==> config.mk <==
export PLATFORM = sky130hd
export DESIGN_NAME = ps2_kbd_rx_flat
export DESIGN_NICKNAME = d
export VERILOG_FILES = /design/src/rtl/ps2_kbd_rx_if.sv /design/src/rtl/ps2_kbd_rx.sv /design/src/flat_wrapper.sv
export SDC_FILE = /design/constraint.sdc
export NUM_CORES = 1
export LEC_CHECK = 0
export BUFFER_PORTS_ARGS = -buffer_cell sky130_fd_sc_hd__buf_2
export CAP_MARGIN = 20
export CORE_ASPECT_RATIO = 0.7
export CORE_MARGIN = 5
export CORE_UTILIZATION = 50
export CTS_BUF_LIST = sky130_fd_sc_hd__clkbuf_4 sky130_fd_sc_hd__clkbuf_8
export CTS_CLUSTER_SIZE = 16
export DETAILED_ROUTE_END_ITERATION = 8
export PLACE_DENSITY_LB_ADDON = 0.12
export SLEW_MARGIN = 20
export SYNTH_ARGS = -nofsm -noshare
export SYNTH_HDL_FRONTEND = slang
export SYNTH_SLANG_ARGS = --single-unit
==> constraint.sdc <==
create_clock -name clk -period 2.8 [get_ports clk]
set_input_delay 0.84 -clock clk [delete_from_list [all_inputs] [get_ports clk]]
set_output_delay 0.84 -clock clk [all_outputs]
set_load 0.05 [all_outputs]
==> src/rtl/ps2_kbd_rx_if.sv <==
// Key-event bus between the PS/2 keyboard receiver (master) and its consumer (slave).
// Carries the FWFT FIFO head, the pop request and the per-frame status pulses.
interface ps2_kbd_rx_if;
    logic       rd_en;
    logic       valid;
    logic [7:0] code;
    logic       is_ext;
    logic       is_break;
    logic       fifo_full;
    logic       parity_err;
    logic       frame_err;
    logic       overflow;

    modport master (
        input  rd_en,
        output valid, code, is_ext, is_break, fifo_full,
        output parity_err, frame_err, overflow
    );

    modport slave (
        output rd_en,
        input  valid, code, is_ext, is_break, fifo_full,
        input  parity_err, frame_err, overflow
    );
endinterface

==> src/rtl/ps2_kbd_rx.sv <==
// PS/2 keyboard receiver: synchronise and filter the PS/2 lines, deframe 11-bit frames,
// fold E0/F0 prefixes into flags and queue key events in a first-word-fall-through FIFO.
module ps2_kbd_rx #(
    parameter int SYNC_STAGES = 2,
    parameter int FILTER_LEN  = 8,
    parameter int TIMEOUT_CYC = 50000,
    parameter int FIFO_DEPTH  = 4
) (
    input  logic              clk,
    input  logic              rst_n,
    input  logic              PS2_CLK,
    input  logic              PS2_DAT,
    ps2_kbd_rx_if.master      evt
);

    localparam int FLT_W   = (FILTER_LEN > 1) ? $clog2(FILTER_LEN) : 1;
    localparam int TO_W    = $clog2(TIMEOUT_CYC + 1);
    localparam int PTR_W   = $clog2(FIFO_DEPTH);
    localparam int FCNT_W  = PTR_W + 1;
    localparam int ENTRY_W = 10;

    typedef enum logic [1:0] {
        ST_IDLE   = 2'd0,
        ST_DATA   = 2'd1,
        ST_PARITY = 2'd2,
        ST_STOP   = 2'd3
    } rx_state_t;

    // True when the vector holds an odd number of ones.
    function automatic logic odd_ones(input logic [8:0] v);
        return ^v;
    endfunction

    logic [SYNC_STAGES-1:0] clk_sync_r;
    logic [SYNC_STAGES-1:0] dat_sync_r;
    logic                   clk_s;
    logic                   dat_s;

    logic                   filt_r;
    logic                   filt_d_r;
    logic [FLT_W-1:0]       flt_cnt_r;
    logic                   fall_r;

    rx_state_t              state_r;
    logic [2:0]             bit_cnt_r;
    logic [7:0]             shift_r;
    logic                   par_r;
    logic                   ext_r;
    logic                   brk_r;
    logic [TO_W-1:0]        to_cnt_r;
    logic                   parity_err_r;
    logic                   frame_err_r;

    logic                   stop_eval_s;
    logic                   par_bad_s;
    logic                   stop_bad_s;
    logic                   push_s;
    logic                   timeout_s;
    logic [ENTRY_W-1:0]     push_data_s;

    logic [ENTRY_W-1:0]     mem_r [FIFO_DEPTH];
    logic [PTR_W-1:0]       wr_ptr_r;
    logic [PTR_W-1:0]       rd_ptr_r;
    logic [FCNT_W-1:0]      count_r;
    logic                   valid_r;
    logic                   full_r;
    logic                   overflow_r;
    logic [ENTRY_W-1:0]     head_r;

    logic                   pop_s;
    logic                   wr_ok_s;
    logic                   ovf_s;
    logic [PTR_W-1:0]       rd_ptr_nxt_s;
    logic [FCNT_W-1:0]      count_nxt_s;
    logic [ENTRY_W-1:0]     head_nxt_s;

    assign clk_s = clk_sync_r[SYNC_STAGES-1];
    assign dat_s = dat_sync_r[SYNC_STAGES-1];

    // Input synchronisers; preset high because an idle PS/2 bus floats high.
    always_ff @(posedge clk) begin
        if (!rst_n) begin
            clk_sync_r <= {SYNC_STAGES{1'b1}};
            dat_sync_r <= {SYNC_STAGES{1'b1}};
        end else begin
            clk_sync_r <= {clk_sync_r[SYNC_STAGES-2:0], PS2_CLK};
            dat_sync_r <= {dat_sync_r[SYNC_STAGES-2:0], PS2_DAT};
        end
    end

    // Glitch filter: filtered clock only follows after FILTER_LEN consecutive disagreeing samples.
    always_ff @(posedge clk) begin
        if (!rst_n) begin
            filt_r    <= 1'b1;
            flt_cnt_r <= {FLT_W{1'b0}};
        end else if (clk_s == filt_r) begin
            flt_cnt_r <= {FLT_W{1'b0}};
        end else if (flt_cnt_r == FLT_W'(FILTER_LEN - 1)) begin
            filt_r    <= ~filt_r;
            flt_cnt_r <= {FLT_W{1'b0}};
        end else begin
            flt_cnt_r <= flt_cnt_r + FLT_W'(1);
        end
    end

    // Falling-edge strobe, one cycle, the cycle after the filtered clock drops.
    always_ff @(posedge clk) begin
        if (!rst_n) begin
            filt_d_r <= 1'b1;
            fall_r   <= 1'b0;
        end else begin
            filt_d_r <= filt_r;
            fall_r   <= filt_d_r & ~filt_r;
        end
    end

    // Frame evaluation on the stop-bit strobe and the inter-edge timeout condition.
    always_comb begin
        stop_eval_s = fall_r && (state_r == ST_STOP);
        par_bad_s   = (odd_ones({shift_r, par_r}) == 1'b0);
        stop_bad_s  = (dat_s == 1'b0);
        push_data_s = {ext_r, brk_r, shift_r};
        if (stop_eval_s && !par_bad_s && !stop_bad_s &&
            (shift_r != 8'hE0) && (shift_r != 8'hF0)) begin
            push_s = 1'b1;
        end else begin
            push_s = 1'b0;
        end
        if (!fall_r && (state_r != ST_IDLE) && (to_cnt_r == TO_W'(TIMEOUT_CYC - 1))) begin
            timeout_s = 1'b1;
        end else begin
            timeout_s = 1'b0;
        end
    end

    // Deframing FSM with prefix flags, timeout counter and error pulses.
    always_ff @(posedge clk) begin
        if (!rst_n) begin
            state_r      <= ST_IDLE;
            bit_cnt_r    <= 3'd0;
            shift_r      <= 8'h00;
            par_r        <= 1'b0;
            ext_r        <= 1'b0;
            brk_r        <= 1'b0;
            to_cnt_r     <= {TO_W{1'b0}};
            parity_err_r <= 1'b0;
            frame_err_r  <= 1'b0;
        end else begin
            parity_err_r <= 1'b0;
            frame_err_r  <= 1'b0;
            if (fall_r || (state_r == ST_IDLE)) begin
                to_cnt_r <= {TO_W{1'b0}};
            end else begin
                to_cnt_r <= to_cnt_r + TO_W'(1);
            end

            if (timeout_s) begin
                state_r     <= ST_IDLE;
                frame_err_r <= 1'b1;
                ext_r       <= 1'b0;
                brk_r       <= 1'b0;
            end else if (fall_r) begin
                case (state_r)
                    ST_IDLE: begin
                        if (!dat_s) begin
                            state_r   <= ST_DATA;
                            bit_cnt_r <= 3'd0;
                        end else begin
                            state_r   <= ST_IDLE;
                        end
                    end
                    ST_DATA: begin
                        shift_r   <= {dat_s, shift_r[7:1]};
                        bit_cnt_r <= bit_cnt_r + 3'd1;
                        if (bit_cnt_r == 3'd7) begin
                            state_r <= ST_PARITY;
                        end else begin
                            state_r <= ST_DATA;
                        end
                    end
                    ST_PARITY: begin
                        par_r   <= dat_s;
                        state_r <= ST_STOP;
                    end
                    ST_STOP: begin
                        state_r <= ST_IDLE;
                        // Parity is judged before the stop bit so only one pulse fires per frame.
                        if (par_bad_s) begin
                            parity_err_r <= 1'b1;
                            ext_r        <= 1'b0;
                            brk_r        <= 1'b0;
                        end else if (stop_bad_s) begin
                            frame_err_r  <= 1'b1;
                            ext_r        <= 1'b0;
                            brk_r        <= 1'b0;
                        end else if (shift_r == 8'hE0) begin
                            ext_r        <= 1'b1;
                        end else if (shift_r == 8'hF0) begin
                            brk_r        <= 1'b1;
                        end else begin
                            ext_r        <= 1'b0;
                            brk_r        <= 1'b0;
                        end
                    end
                    default: begin
                        state_r <= ST_IDLE;
                    end
                endcase
            end else begin
                state_r <= state_r;
            end
        end
    end

    // FIFO next-state: head output is precomputed so it can be registered with valid.
    always_comb begin
        pop_s        = evt.rd_en && valid_r;
        ovf_s        = push_s && (count_r == FCNT_W'(FIFO_DEPTH)) && !pop_s;
        wr_ok_s      = push_s && !ovf_s;
        rd_ptr_nxt_s = pop_s ? (rd_ptr_r + PTR_W'(1)) : rd_ptr_r;
        count_nxt_s  = count_r + FCNT_W'(wr_ok_s) - FCNT_W'(pop_s);
        if (count_nxt_s == FCNT_W'(0)) begin
            head_nxt_s = {ENTRY_W{1'b0}};
        end else if (wr_ok_s && (wr_ptr_r == rd_ptr_nxt_s)) begin
            head_nxt_s = push_data_s;
        end else begin
            head_nxt_s = mem_r[rd_ptr_nxt_s];
        end
    end

    // FIFO storage, pointers and registered head/status outputs.
    always_ff @(posedge clk) begin
        if (!rst_n) begin
            for (int i = 0; i < FIFO_DEPTH; i++) begin
                mem_r[i] <= {ENTRY_W{1'b0}};
            end
            wr_ptr_r   <= {PTR_W{1'b0}};
            rd_ptr_r   <= {PTR_W{1'b0}};
            count_r    <= {FCNT_W{1'b0}};
            valid_r    <= 1'b0;
            full_r     <= 1'b0;
            overflow_r <= 1'b0;
            head_r     <= {ENTRY_W{1'b0}};
        end else begin
            if (wr_ok_s) begin
                mem_r[wr_ptr_r] <= push_data_s;
                wr_ptr_r        <= wr_ptr_r + PTR_W'(1);
            end else begin
                wr_ptr_r        <= wr_ptr_r;
            end
            rd_ptr_r   <= rd_ptr_nxt_s;
            count_r    <= count_nxt_s;
            valid_r    <= (count_nxt_s != FCNT_W'(0));
            full_r     <= (count_nxt_s == FCNT_W'(FIFO_DEPTH));
            overflow_r <= ovf_s;
            head_r     <= head_nxt_s;
        end
    end

    assign evt.valid      = valid_r;
    assign evt.is_ext     = head_r[9];
    assign evt.is_break   = head_r[8];
    assign evt.code       = head_r[7:0];
    assign evt.fifo_full  = full_r;
    assign evt.parity_err = parity_err_r;
    assign evt.frame_err  = frame_err_r;
    assign evt.overflow   = overflow_r;

endmodule

==> src/flat_wrapper.sv <==
// flat-port wrapper written by rule: the top's interface ports become plain ports
module ps2_kbd_rx_flat 
#(
    parameter int SYNC_STAGES = 2,
    parameter int FILTER_LEN  = 8,
    parameter int TIMEOUT_CYC = 50000,
    parameter int FIFO_DEPTH  = 4
)
  (clk, rst_n, PS2_CLK, PS2_DAT, evt_rd_en, evt_valid, evt_code, evt_is_ext, evt_is_break, evt_fifo_full, evt_parity_err, evt_frame_err, evt_overflow);
  ps2_kbd_rx_if evt_i ();
  input  logic clk;
  input  logic rst_n;
  input  logic PS2_CLK;
  input  logic PS2_DAT;
  input wire logic [$bits(evt_i.rd_en)-1:0] evt_rd_en;
  output wire logic [$bits(evt_i.valid)-1:0] evt_valid;
  output wire logic [$bits(evt_i.code)-1:0] evt_code;
  output wire logic [$bits(evt_i.is_ext)-1:0] evt_is_ext;
  output wire logic [$bits(evt_i.is_break)-1:0] evt_is_break;
  output wire logic [$bits(evt_i.fifo_full)-1:0] evt_fifo_full;
  output wire logic [$bits(evt_i.parity_err)-1:0] evt_parity_err;
  output wire logic [$bits(evt_i.frame_err)-1:0] evt_frame_err;
  output wire logic [$bits(evt_i.overflow)-1:0] evt_overflow;
  assign evt_i.rd_en = evt_rd_en;
  assign evt_valid = evt_i.valid;
  assign evt_code = evt_i.code;
  assign evt_is_ext = evt_i.is_ext;
  assign evt_is_break = evt_i.is_break;
  assign evt_fifo_full = evt_i.fifo_full;
  assign evt_parity_err = evt_i.parity_err;
  assign evt_frame_err = evt_i.frame_err;
  assign evt_overflow = evt_i.overflow;
  ps2_kbd_rx #(.SYNC_STAGES(SYNC_STAGES), .FILTER_LEN(FILTER_LEN), .TIMEOUT_CYC(TIMEOUT_CYC), .FIFO_DEPTH(FIFO_DEPTH)) u_core (.clk(clk), .rst_n(rst_n), .PS2_CLK(PS2_CLK), .PS2_DAT(PS2_DAT), .evt(evt_i));
endmodule
# == Word-level counts from Yosys, hierarchy flattened ==
# Memory sizes are Yosys's and may differ from the RTL's. A register that Yosys moved wholly into a read port is not among the register bits.
# Cells that the tools add are included.
# classes
n_addsub,7
n_eq_ne,16
muxes,29
bitwise_logic,7
reduce_logical,33
# ops
op,n
2-to-1 mux 1 bit,22
"adder 16 x 1 -> 16 bit, second input constant",1
"equality test 16 bit, second input constant",1
"equality test 8 bit, second input constant",2
"inequality test 8 bit, second input constant",2
"equality test 3 bit, second input constant",4
AND reduction 3 bit,4
logical AND 1 bit,11
2-to-1 mux 10 bit,1
OR reduction 10 bit,1
parity 9 bit,1
case mux 2 bit (4 select lines),1
"adder 3 x 1 -> 3 bit, second input constant",2
2-to-1 mux 2 bit,3
inverter 1 bit,6
case mux 3 bit (2 select lines),1
OR reduction 2 bit,3
"adder 2 x 1 -> 2 bit, second input constant",2
"equality test 2 bit, second input constant",2
"inequality test 4 bit, second input constant",1
AND reduction 4 bit,1
nonzero test 2 bit,2
OR reduction 4 bit,1
adder 3 x 1 -> 3 bit,1
14 further kinds,16
# totals
regBits,54
ramBits,40
in_bits,5
mem_count,1
# memory_table
name,depth,width,read_ports,rd_clocked_by_memory_dff,write_ports,line_no,rtl
u_core.mem_r,4,10,1,1,4,ps2_kbd_rx.sv:61,logic [ENTRY_W-1:0] mem_r [FIFO_DEPTH];

# == Depth between registers and ports, before layout ==
# depth
depth_word,16
depth_mapped,12
ltp_nobuf,10

# == Worst setup path before layout ==
# OpenSTA, ideal clock, no wires.
# synth_timing
kind,reg-to-reg
startpoint,register u_core.shift_r[5]
endpoint,register u_core.head_r[0] (read register of u_core.mem_r)
arrival_time_ns,2.875
slack_ns,-0.197
stages_incl_launch_ff,13
period_less_slack_ns,2.997
path_cell_list,dfxtp_1 > buf_4 > xor2_1 > xnor3_2 > xor2_2 > nand4b_1 > fa_1 > xnor2_1 > xnor2_1 > and2_1 > a311oi_2 > buf_6 > a21oi_1
# synth_between
elab_chain_cells,14
word_cells_on_any_way,16
# synth_rtl
item,line_no,rtl
start: declaration,ps2_kbd_rx.sv:46,logic [7:0] shift_r;
start signal: assignment,ps2_kbd_rx.sv:173,"shift_r <= {dat_s, shift_r[7:1]};"
parity 9 bit,ps2_kbd_rx.sv:31,return ^v;
logical AND 1 bit (3 in series),ps2_kbd_rx.sv:123,if (stop_eval_s && !par_bad_s && !stop_bad_s &&
logical AND 1 bit *,ps2_kbd_rx.sv:124,(shift_r != 8'hE0) && (shift_r != 8'hF0)) begin
2-to-1 mux 1 bit *,ps2_kbd_rx.sv:123,
logical AND 1 bit (2 in series),ps2_kbd_rx.sv:218,ovf_s = push_s && (count_r == FCNT_W'(FIFO_DEPTH)) && !pop_s;
logical NOT 1 bit,ps2_kbd_rx.sv:219,wr_ok_s = push_s && !ovf_s;
logical AND 1 bit *,ps2_kbd_rx.sv:219,
adder 3 x 1 -> 3 bit *,ps2_kbd_rx.sv:221,count_nxt_s = count_r + FCNT_W'(wr_ok_s) - FCNT_W'(pop_s);
subtractor 3 x 1 -> 3 bit *,ps2_kbd_rx.sv:221,
logical NOT 3 bit *,ps2_kbd_rx.sv:222,if (count_nxt_s == FCNT_W'(0)) begin
OR reduction 2 bit (no source line) *,n/a,
end: declaration,ps2_kbd_rx.sv:68,logic [ENTRY_W-1:0] head_r;
# Mark *: on every way between the ends. The rest lies on a longest branch, timed or not.
# A chain may end at the register's enable or synchronous reset.

# == Worst setup path in the final report ==
# layout_timing
startpoint,register u_core.shift_r[7]
endpoint,register u_core.head_r[1] (read register of u_core.mem_r)
# The elaborated chain is that of the path after synthesis.

==> run summary <==
Number of synthesized flops with an enable pin -> 40
Crit path kind -> flip-flop to flip-flop
Routed len/inst -> 16.0 um
Status -> finished clean
Syn Area/Cell -> 11.1 sq um
RSZ-0062 raised after global routing -> true
CTS sink count -> 104
Core ar. -> 9030 sq um
Final Max Tran Viols -> 0
# IOs -> 20
DRT Wirelength -> 9.48 mm
Yosys warns -> 0
Post-Synthesis Cells -> 418
Post-synthesis async set-or-reset flop share -> 0%
Mapped Area -> 4630 sq um
Cell Rows -> 29
CTS Hold Buffers Added -> 0
Die X -> 125 um
Period utilisation layout -> 98.8%
Startpoint Class -> flip-flop
Max incr delay on CP -> 0.50 ns
Most common cell after layout, fill and taps aside -> dfxtp_1
Root buffer cell -> clkbuf_8
Worst skew pair latency -> 0.38 ns
Synth unique cells -> 51
Final worst slack -> 0.0325 ns
Sequential area share after synthesis -> 53.6%
Clock skew -> 0.00524 ns
Die Y -> 90.5 um
Maxcap violations -> 0
Most frequent cells in the layout -> dfxtp_1, and2_1, edfxtp_1
P_sw -> 1.17 mW
Switching part of the total -> 29.7%
Ant. Diodes -> 0
Share of layout cells above drive strength 1 -> 22.8%
Port buffer count -> 19
Initial Util -> 51.3%
All-layer global routing usage -> 17.7%
Clock buffer depth -> 2
Final worst path period need -> 2.77 ns
HPWL Detailed -> 6.60 mm
Highest Clock Rate -> 0.361 GHz
Initial antenna violation count -> 0
Largest net degree at the start of global routing -> 29
Post-layout util -> 58.8%
Crit path arrival time -> 3.04 ns
Worst Hold Class -> flip-flop to flip-flop
Vias in the first global route -> 3,000
Cell mode on critical path -> xnor2_2
Dpl ws -> -0.217 ns
Flop pwr share -> 44.4%
Remaining antenna violation count -> 0
Most used flip-flop cell after synthesis -> dfxtp_1
Final setup violation count -> 0
CP Max Fanout -> 11
Placed cell areas -> 5040 sq um
Drt via density -> 5.23
Design Area, Final -> 5310 sq um
Die area -> 11,300 sq um
Overflow left after global routing -> 0
Final #Nets -> 477
Required time worst endpoint -> 3.07 ns
Reg2reg start -> u_core.shift_r[7]
Crit path capture type -> flip-flop
Syn_nets -> 430
Drt first pass iters -> 4
H-tree levels -> 3
Yosys reg bits -> 104
Routability cong. -> 0.829
Clock transition at path regs -> 0.09 ns
Final hold violation count -> 0
Clock network fraction of design power -> 29.9%
Internal -> 2.76 mW
Relative slew slack -> 36.7%
Critical path origin -> u_core.shift_r[7]
P per Cell Area -> 739 nW/um^2
Max rail drop VDD -> 0.272 mV
Worst Hold Launch -> u_core.clk_sync_r[0]
Area Growth Syn to Fin -> 14.7%
Final TNS setup -> 0 ns
Vias -> 3,109
Worst Max-Slew Pin Slew -> 0.946 ns
Total design power -> 3.93 mW
Iteration-0 DRC count of the detailed router -> 262
Drc violations -> 0
Leakage power -> 2.01 nW
Slowest stage cell on the critical path -> xnor3_2
First-pass GRT wire length -> 15.7 mm
Setup repair bufs after CTS -> 0
Critical path cell sequence -> xnor2_2 > xnor3_2 > xor2_4 > nand4b_1 > fa_2 > xnor2_2 > xnor2_1 > and2_4 > a311oi_2 > buf_6 > a21oi_1
Comb power frac -> 25.7%
CTS tree -> done
TritonCTS buffer count -> 9
area by class of cell:
class	instances	area, sq um
clock buffers	9	124
clock inverters	7	134
fillers	757	3720
inverters	8	30.0
multi-input cells	286	2010
flip-flops and latches	104	2490
well taps	124	155
repair buffers	56	377
logic make-up after synthesis:
family | share of synthesized area (%)
muxes | 5.29
adders and majority gates | 2.05
and+or+nand+nor | 20.5
xor gates and xnor gates | 5.56
DFF | 53.6
buffers and inverters | 4.24
AOI/OAI and AO/OA | 8.75
metal layers:
metal  part of all wire [%]  up-vias  wire (um)  GRT usage, %
li1                       -     1547          -             -
met1                     49     1474       4600          26.4
met2                     43       86       4090          24.8
met3                    8.0        2        756          5.50
met4                   0.33        0         31          4.60
met5                      0        -          0             0
registers in the layout (all words and copies together) (netlist names), 2 cells and up, named ones only:
register / count
u_core.mem_r: 40
u_core.to_cnt_r: 16
u_core.head_r: 10
u_core.shift_r: 8
u_core.bit_cnt_r: 3
u_core.count_r: 3
u_core.flt_cnt_r: 3
u_core.clk_sync_r: 2
u_core.dat_sync_r: 2
u_core.rd_ptr_r: 2
u_core.wr_ptr_r: 2
Yosys cell counts (3+ instances only):
master,count,share of area (%)
mux4_2,10,4.9
nor3b_1,3,0.49
nand3b_1,3,0.49
nor3_1,8,0.86
a21boi_0,8,1.3
xor2_1,10,1.9
nand2b_1,11,1.5
inv_1,8,0.65
clkbuf_1,9,0.73
nor2b_1,8,1.1
a21oi_1,20,2.2
xnor2_1,13,2.5
and2_1,41,5.5
o21ai_0,26,2.8
buf_4,4,0.65
and2_2,4,0.65
and3_2,3,0.49
ha_1,6,1.6
and3_1,4,0.54
nand4_1,4,0.54
nand2_1,34,2.8
nor2_1,28,2.3
dfxtp_1,64,28
nand3_1,9,0.97
edfxtp_1,40,26
or3_1,7,0.95
power by group through the flow:
| stage | registers (mW) | clock network [mW] | logic [mW] |
|---|---|---|---|
| 6_report | 1.74 | 1.17 | 1.01 |
| 5_1_grt | 1.76 | 1.26 | 1.09 |
| 4_1_cts | 1.74 | 1.19 | 0.989 |
| 3_5_place_dp | 1.78 | 0 | 0.983 |
| 3_3_place_gp | 1.77 | 0 | 0.974 |
| 2_1_floorplan | 2.04 | 0 | 0.457 |
stage by stage:
step / hold slack, ns / std cells
floorplan: 0.386 / 418
global placement: 0.390 / 578
detailed placement: 0.396 / 578
CTS: 0.417 / 594
global route: 0.445 / 594
finish: 0.413 / 594
critical path: cells and delay by family (launching register included):
family	cells	cell delay, ns
adder cells (fa/ha/maj)	1	0.43
buffers and inverters	1	0.19
AO/OA/AOI/OAI	2	0.27
flip-flops	1	0.34
XOR/XNOR	5	1.10
AND/OR/NAND/NOR	2	0.32
path summary, 6_finish.rpt:
path                           to  slack (ns)  depth (start not counted)
max              u_core.head_r[1]        0.03                         11
min          u_core.clk_sync_r[1]        0.41                          1
max reg2reg      u_core.head_r[1]        0.03                         11
min reg2reg  u_core.clk_sync_r[1]        0.41                          1
what timing repair did:
action | 4_1_cts | 5_1_grt
endpoints found under the setup margin | 11 | 12
endpoints found under the hold margin | 0 | 0
resized for setup | 0 | 5
Note: power is estimated with default switching activity, not from simulation.
